### config.mk
export PLATFORM = sky130hd
export DESIGN_NAME = hilo_muldiv_unit
export DESIGN_NICKNAME = d
export VERILOG_FILES = /design/src/rtl/hilo_muldiv_unit.sv
export SDC_FILE = /design/constraint.sdc
export NUM_CORES = 2
export LEC_CHECK = 0
export ABC_CLOCK_PERIOD_IN_PS = 8400
export BUFFER_PORTS_ARGS = -buffer_cell sky130_fd_sc_hd__clkbuf_2
export CAP_MARGIN = 20
export CORE_AREA = 2 2 320 322
export CTS_CLUSTER_DIAMETER = 100
export DETAILED_ROUTE_END_ITERATION = 10
export DIE_AREA = 0 0 322 324
export PLACE_DENSITY_LB_ADDON = 0.25
export SLEW_MARGIN = 10
export SYNTH_ARGS = -nofsm -noshare
export SYNTH_HDL_FRONTEND = slang
export SYNTH_SLANG_ARGS = --single-unit
### constraint.sdc
create_clock -name clk -period 8.4 [get_ports clk]
set_input_delay 0.42 -clock clk [delete_from_list [all_inputs] [get_ports clk]]
set_output_delay 0.42 -clock clk [all_outputs]
set_load 0.05 [all_outputs]
### src/rtl/hilo_muldiv_unit.sv
// HI/LO multiply/divide engine for the execute stage.
// MULT/MULTU finish MUL_LAT edges after the start edge. DIV/DIVU use a restoring
// radix-2 divider on the operand magnitudes and finish WIDTH+1 edges after the
// start edge. The result is written to hi_o/lo_o together with a one-cycle done_o pulse.
module hilo_muldiv_unit #(
    parameter int unsigned WIDTH   = 32,
    parameter int unsigned MUL_LAT = 2
) (
    input  logic             clk,
    input  logic             rst,
    input  logic             start_i,
    input  logic [1:0]       op_i,
    input  logic [WIDTH-1:0] a_i,
    input  logic [WIDTH-1:0] b_i,
    input  logic             cancel_i,
    output logic             busy_o,
    output logic             stall_o,
    output logic             done_o,
    output logic [WIDTH-1:0] hi_o,
    output logic [WIDTH-1:0] lo_o,
    output logic             divzero_o
);

    localparam int unsigned CntMax = (WIDTH > MUL_LAT) ? WIDTH : MUL_LAT;
    localparam int unsigned CntW   = $clog2(CntMax) + 1;

    typedef enum logic [1:0] {StIdle, StMul, StDiv, StFix} state_e;

    state_e            state_q, state_d;
    logic [CntW-1:0]   cnt_q, cnt_d;
    // a_q: multiplicand, or the dividend magnitude shifting out while quotient bits shift in.
    logic [WIDTH-1:0]  a_q, a_d;
    // b_q: multiplier, or the divisor magnitude.
    logic [WIDTH-1:0]  b_q, b_d;
    logic [WIDTH-1:0]  rem_q, rem_d;
    logic              signed_q, signed_d;
    logic              qneg_q, qneg_d;
    logic              rneg_q, rneg_d;
    logic [WIDTH-1:0]  hi_q, hi_d;
    logic [WIDTH-1:0]  lo_q, lo_d;
    logic              done_q, done_d;
    logic              dz_q, dz_d;

    logic              is_signed_in;
    logic              a_neg;
    logic              b_neg;
    logic [WIDTH-1:0]  a_mag;
    logic [WIDTH-1:0]  b_mag;
    logic [2*WIDTH-1:0] a_ext;
    logic [2*WIDTH-1:0] b_ext;
    logic [2*WIDTH-1:0] prod;
    logic [WIDTH:0]     trial;

    // Operand conditioning at issue: op_i[0] selects unsigned, op_i[1] selects divide.
    assign is_signed_in = ~op_i[0];
    assign a_neg        = is_signed_in & a_i[WIDTH-1];
    assign b_neg        = is_signed_in & b_i[WIDTH-1];
    assign a_mag        = a_neg ? -a_i : a_i;
    assign b_mag        = b_neg ? -b_i : b_i;

    // Sign-extending to 2*WIDTH makes the low 2*WIDTH bits of an unsigned multiply
    // equal to the signed product. The inputs are latched, so the multiply can be
    // retimed across the MUL_LAT cycles.
    assign a_ext = {{WIDTH{signed_q & a_q[WIDTH-1]}}, a_q};
    assign b_ext = {{WIDTH{signed_q & b_q[WIDTH-1]}}, b_q};
    assign prod  = a_ext * b_ext;

    // Restoring step: shift the next dividend bit into the partial remainder, then
    // try to subtract the divisor.
    assign trial = {rem_q, a_q[WIDTH-1]} - {1'b0, b_q};

    // Next-state logic, latches and result write-back.
    always_comb begin
        state_d  = state_q;
        cnt_d    = cnt_q;
        a_d      = a_q;
        b_d      = b_q;
        rem_d    = rem_q;
        signed_d = signed_q;
        qneg_d   = qneg_q;
        rneg_d   = rneg_q;
        hi_d     = hi_q;
        lo_d     = lo_q;
        done_d   = 1'b0;
        dz_d     = dz_q;

        unique case (state_q)
            StIdle: begin
                if (start_i && !cancel_i) begin
                    signed_d = is_signed_in;
                    if (!op_i[1]) begin
                        a_d     = a_i;
                        b_d     = b_i;
                        cnt_d   = CntW'(MUL_LAT - 1);
                        state_d = StMul;
                    end else if (b_i == '0) begin
                        // Divide by zero finishes at the start edge itself.
                        done_d = 1'b1;
                        dz_d   = 1'b1;
                        lo_d   = '1;
                        hi_d   = a_i;
                    end else begin
                        a_d     = a_mag;
                        b_d     = b_mag;
                        rem_d   = '0;
                        qneg_d  = a_neg ^ b_neg;
                        rneg_d  = a_neg;
                        cnt_d   = CntW'(WIDTH - 1);
                        state_d = StDiv;
                    end
                end
            end

            StMul: begin
                if (cancel_i) begin
                    state_d = StIdle;
                end else if (cnt_q == '0) begin
                    hi_d    = prod[2*WIDTH-1:WIDTH];
                    lo_d    = prod[WIDTH-1:0];
                    done_d  = 1'b1;
                    dz_d    = 1'b0;
                    state_d = StIdle;
                end else begin
                    cnt_d = cnt_q - CntW'(1);
                end
            end

            StDiv: begin
                if (cancel_i) begin
                    state_d = StIdle;
                end else begin
                    if (!trial[WIDTH]) begin
                        rem_d = trial[WIDTH-1:0];
                        a_d   = {a_q[WIDTH-2:0], 1'b1};
                    end else begin
                        rem_d = {rem_q[WIDTH-2:0], a_q[WIDTH-1]};
                        a_d   = {a_q[WIDTH-2:0], 1'b0};
                    end
                    if (cnt_q == '0) begin
                        state_d = StFix;
                    end else begin
                        cnt_d = cnt_q - CntW'(1);
                    end
                end
            end

            StFix: begin
                if (cancel_i) begin
                    state_d = StIdle;
                end else begin
                    // The most-negative / -1 case wraps naturally: the quotient magnitude
                    // 2^(WIDTH-1) negates to itself.
                    lo_d    = qneg_q ? -a_q : a_q;
                    hi_d    = rneg_q ? -rem_q : rem_q;
                    done_d  = 1'b1;
                    dz_d    = 1'b0;
                    state_d = StIdle;
                end
            end

            default: state_d = StIdle;
        endcase
    end

    // State and datapath registers; asynchronous reset aborts any operation in flight.
    always_ff @(posedge clk or negedge rst) begin
        if (!rst) begin
            state_q  <= StIdle;
            cnt_q    <= '0;
            a_q      <= '0;
            b_q      <= '0;
            rem_q    <= '0;
            signed_q <= 1'b0;
            qneg_q   <= 1'b0;
            rneg_q   <= 1'b0;
            hi_q     <= '0;
            lo_q     <= '0;
            done_q   <= 1'b0;
            dz_q     <= 1'b0;
        end else begin
            state_q  <= state_d;
            cnt_q    <= cnt_d;
            a_q      <= a_d;
            b_q      <= b_d;
            rem_q    <= rem_d;
            signed_q <= signed_d;
            qneg_q   <= qneg_d;
            rneg_q   <= rneg_d;
            hi_q     <= hi_d;
            lo_q     <= lo_d;
            done_q   <= done_d;
            dz_q     <= dz_d;
        end
    end

    // The stall is combinational so the issuing instruction holds in E from its first
    // cycle. It drops in the done cycle so the instruction can capture hi_o/lo_o.
    assign stall_o   = (state_q == StIdle) ? (start_i & ~cancel_i) : 1'b1;
    assign busy_o    = (state_q != StIdle);
    assign done_o    = done_q;
    assign hi_o      = hi_q;
    assign lo_o      = lo_q;
    assign divzero_o = dz_q;

endmodule

# Word level (Yosys, flattened, before mapping)

Index checks and enable logic that the tools add are counted.
Widths: inputs -> output; s select.

Output and inout port bits: 68
Input port bits: 70
Register bits: 173
Logic and storage cells: 124

Add/sub/neg operators: 6
Muxes and demuxes: 61
Multiply operators: 1
Bitwise gates (word level): 9
Reduce and logical (&&, ||, !) cells: 18
Equality and inequality tests: 17

Operator list:

| kind                | count |
|---|---|
| $mux 32             | 27 |
| $pmux 32 s3         | 2 |
| $neg 32->32         | 4 |
| $pmux 32 s2         | 2 |
| $mul 33x33->64      | 1 |
| $sub 33x32->33      | 1 |
| $logic_not 32->1    | 1 |
| $mux 6              | 5 |
| $ne 2x2->1 const B  | 11 |
| $mux 1              | 14 |
| $mux 2              | 7 |
| $pmux 6 s2          | 1 |
| $reduce_and 4->1    | 3 |
| $reduce_and 5->1    | 2 |
| $ne 3x3->1 const B  | 3 |
| $pmux 2 s4          | 1 |
| $reduce_and 7->1    | 1 |
| $logic_not 6->1     | 1 |
| $pmux 1 s3          | 2 |
| $reduce_bool 2->1   | 3 |
| $sub 6x1->6 const B | 1 |
| $and 1x1->1         | 5 |
| $eq 2x2->1 const B  | 2 |
| $not 1->1           | 3 |
| other kinds (9)     | 9 |

# Logic depth before layout (Yosys ltp)

Depth after elaboration: 7
Gate-level depth with buffers: 31
Mapped depth without buffers: 28

# Worst setup path before layout

OpenSTA, ideal clock, no wires.

Path kind: reg-to-reg
Start: register a_q[31]
End: register hi_q[31] (netlist: hi_o[31])
Stages on the path, launching flop included: 32
Clock period less this slack: 8.295 ns
Arrival time: 8.217 ns
Slack: 0.105 ns
Buffers on the path: 3
Data required time: 8.323 ns
Setup time: 0.077 ns
Path through: dfrtp_1 > and2_1 > clkbuf_1 > nand2_1 > inv_1 > fa_1 > inv_1 > fa_1 > inv_1 > fa_1 > fa_1 > inv_1 > fa_1 > inv_1 > fa_1 > inv_1 > fa_1 > fa_1 > inv_1 > ha_1 > clkbuf_1 > and3_1 > clkbuf_1 > and2_1 > a221oi_1 > o21ai_0 > a221oi_1 > o21ai_0 > a221oi_1 > xnor2_1 > nand2_1 > a21oi_1

Cells in the longest elaborated chain, start to end: 5

RTL lines:

| what                     | line | text |
|---|---|---|
| start: declaration       | 32   | `logic [WIDTH-1:0] a_q, a_d;` |
| start signal: assignment | 170  | `a_q <= '0;` |
| start signal: assignment | 183  | `a_q <= a_d;` |
| $and 1x1->1              | 64   | `assign a_ext = {{WIDTH{signed_q & a_q[WIDTH-1]}}, a_q};` |
| $mul 33x33->64 (*)       | 66   | `assign prod = a_ext * b_ext;` |
| $mux 32 (*)              | 117  | `end else if (cnt_q == '0) begin` |
| $mux 32 (*)              | 115  | `if (cancel_i) begin` |
| $pmux 32 s3 (*)          | 87   | `unique case (state_q)` |
| end signal: assignment   | 189  | `hi_q <= hi_d;` |
| end: declaration         | 39   | `logic [WIDTH-1:0] hi_q, hi_d;` |

Mark *: on every way between the ends. The rest lies on a longest branch, timed or not. The select of a mux whose other input is x is not followed.
A chain may end at the register's enable or synchronous reset.

# Final worst setup path

Start: register a_q[23]
End: register hi_q[18] (netlist: hi_o[18])

Cells in the longest elaborated chain, start to end: 4

RTL lines:

| what           | line |
|---|---|
| $mul 33x33->64 | 66 |
| $mux 32        | 117 |
| $mux 32        | 115 |
| $pmux 32 s3    | 87 |

Every way passes these cells. The select of a mux whose other input is x is not followed.

==> flow_summary_export.csv <==
group,metric,value,unit
cts,cts-root-buf,"clkbuf_16",
timing,hold_viol,0,
yosys,ys_warn_count,0,
routing,drt-pass1-iter-count,7,
floorplan,dieArea,0.104,sq mm
routing,dr_total_vias,40107,
grt,antenna_found_initial,7,
cts,cts_buffer_depth,2,
final_layout,multiInputGateArea,0.0401,sq mm
cts,clk_latency,0.48,ns
place,port-buffer-count,137,
floorplan,start_util,0.495,
final_layout,final_cell_area,0.0543,sq mm
setup_path,required,8.78,ns
setup_path,cp-start-kind,"register",
setup_path,cp-startpoint,"a_q[23]",
yosys,synth_edf_count,0,
yosys,syn_area,0.0500,sq mm
grt,grt_overflow_total,0,
setup_path,rrSetupSlack,0.23,ns
setup_path,critPathMostFrequentCell,"fa_1",
cts,cts_buffers,17,
grt,grt_pass1_wl,250,mm
status,outcome,"completed",
yosys,ys_seq_elements,173,
setup_path,r2r_end,"hi_o[18]",
final_layout,utilization,0.538,
timing,timing.slew.headroom,0.275,
final_layout,stdcell_count,7118,
routing,antenna_left,0,
place,dp_cells,7073,
grt,use_met3,0.0453,
timing,layout_worst_path_cycle_share,0.973,
timing,fmax,122,MHz
setup_path,cp_max_fo,24,
final_layout,nets,7241,
timing,period_needed,8.17,ns
setup_path,cpPeakStageDelay,0.61,ns
yosys,synth.net_count,7177,
place,place_congestion,1.00,
floorplan,rows,117,
place,dp_hpwl,130,mm
yosys,synthArstFlopShare,1.00,
routing,drc,0,
yosys,avgSynthCellArea,8.72,sq um
floorplan,io_pins,138,
setup_path,r2r-start,"a_q[23]",
floorplan,core_region_area,0.101,sq mm
timing,fin_skew,0.0162,ns
setup_path,path_class,"reg -> reg",
routing,vias_per_cell,5.63,
final_layout,drive_gt1_frac,0.0810,
routing,wl,158,mm
cts,clk_pin_slew,0.08,ns
flow_run,max_cap_violations,0,
grt,grt.busiest_layer,"met2",
routing,dr.first_iter.drc_count,3159,
grt,use_met1,0.405,
setup_path,cp.arrival,8.56,ns
final_layout,mostFrequentLayoutCell,"inv_1",
yosys,synth.distinct_cells,77,
cts,htreeDepth,4,
min_path,min_path_type,"in -> async",
final_layout,n_fill_cell,9429,
cts,cts_tree,"yes",
yosys,synthCells,5727,
timing,setup_viol,0,
routing,wire_per_inst,22.2,um
timing,final.setup.tns,0,ns
setup_path,crit_end,"hi_o[18]",
floorplan,die_y,324,um
timing,tightest_slew,1.09,ns
yosys,synth_ff_type,"dfrtp_1",
setup_path,reg2reg_depth,26,
setup_path,crit_slowest_cell,"fa_1",
floorplan,die_x,322,um
setup_path,critPathCaptureType,"register",
final_layout,regArea,0.00433,sq mm
final_layout,mostFrequentLayoutCells,"inv_1 (1,177), fa_1 (1,123), nand2_1 (928)",
yosys,synth_seq_area_share,0.0866,
grt,first_global_vias,42650,
grt,grt_max_degree,103,
cts,cts_hold_buf,0,
cts,cts.sinks,173,
place,post_dp_cell_area,0.0535,sq mm
grt,gr-usage-met2,0.535,
final_layout,area_delta_synth_final,8.69,%
grt,grt_usage,0.318,
timing,slew_viol_final,0,
-- through the flow --
step	hold slack, ns	worst slack (ns)
4_1_cts	0.103	0.0182
6_report	0.00516	0.226
5_1_grt	0.0742	-0.0370
3_3_place_gp	0.466	-0.0931
3_5_place_dp	0.475	-0.0448
2_1_floorplan	0.124	0.105
-- state kept, by name (all words and copies together) (netlist names) --
signal     flops
lo_o          32
cnt_q          6
a_q           32
hi_o          32
b_q           32
state_q        2
qneg_q         1
rem_q         32
signed_q       1
rneg_q         1
divzero_o      1
done_o         1
-- synth_stat cells, types with 4 or more instances --
cell	instances	area [sq um]
nand4_1	16	100
mux2i_1	32	320
or4_1	13	97.6
xnor2_1	144	1260
clkbuf_1	283	1060
nor3b_1	9	67.6
o41ai_1	15	131
o22ai_1	7	43.8
ha_1	254	3180
nor4_1	18	113
or3_1	18	113
nand3_1	41	205
a22oi_1	15	113
nor3_1	31	155
o31ai_1	37	278
a221o_1	4	40.0
a32oi_1	5	43.8
nor2_1	260	976
inv_1	1182	4440
a221oi_1	18	158
dfrtp_1	173	4330
a21oi_1	209	1050
buf_2	5	25.0
nor2b_1	5	31.3
buf_1	46	173
nand2b_1	21	131
or2_2	14	87.6
a211oi_1	16	120
and3_1	34	213
o21bai_1	14	105
o211ai_1	8	60.1
a21o_1	38	285
nand2_1	929	3490
fa_1	1126	22500
xor2_1	68	596
o21ai_0	195	976
a31oi_1	42	263
o21a_1	12	90.1
and2_1	303	1900
o2111ai_1	6	52.6
-- worst min path at each step --
stage | startpoint | to | slack, ns
after floorplan | rst | a_q[0] | 0.12
after global placement | lo_o[19] | lo_o[19] | 0.47
after detailed placement | lo_o[28] | lo_o[28] | 0.48
after CTS | rst | done_o | 0.10
after global routing | rst | state_q[1] | 0.07
final | rst | done_o | 0.005
-- area by class of cell --
type | instances | share of cell area
clock inverters | 15 | 0.00270
diodes | 5 | 0.000230
repair buffers | 379 | 0.0594
clock buffers | 17 | 0.00783
well taps | 1309 | 0.0302
multi-input cells | 4037 | 0.738
flip-flops and latches | 173 | 0.0798
inverters | 1183 | 0.0820
-- worst max-delay path: cells and delay by family (launching register included) --
family | cells | cell delay (ns)
flops | 1 | 0.37
simple gates | 4 | 0.68
buf+inv | 6 | 0.89
xor+xnor | 1 | 0.18
fa+ha+maj | 9 | 4.39
compound gates | 6 | 1.56
-- cells by family (layout without fill, tap and decap cells) --
logic type               count (synthesis)  after routing  share of synthesized area
other                                    0              5                          0
adder cells (fa/ha/maj)               1380           1380                      0.515
AND/OR/NAND/NOR                       1728           1728                      0.157
multiplexers                            34             34                    0.00686
buffers and inverters                 1517           1594                      0.114
XOR/XNOR                               212            212                     0.0372
AO/OA/AOI/OAI                          683            683                     0.0840
flip-flops                             173            173                     0.0866
-- what timing repair did --
item,CTS,global route
buffers inserted,0,7
gates resized for setup,1,35
pin swaps,0,4
setup endpoints to repair,1,16
-- metal layers --
layer | wire length, um | vias to the layer above | part of all wire
met5 | 31 | - | 0.00020
met4 | 8610 | 4 | 0.055
met3 | 10600 | 353 | 0.067
met2 | 77700 | 1541 | 0.49
met1 | 60800 | 20797 | 0.39
li1 | - | 17412 | -
Power is left out: the tool's default activity adds up to more than one toggle a clock period on the data nets, which glitch-free logic cannot reach.
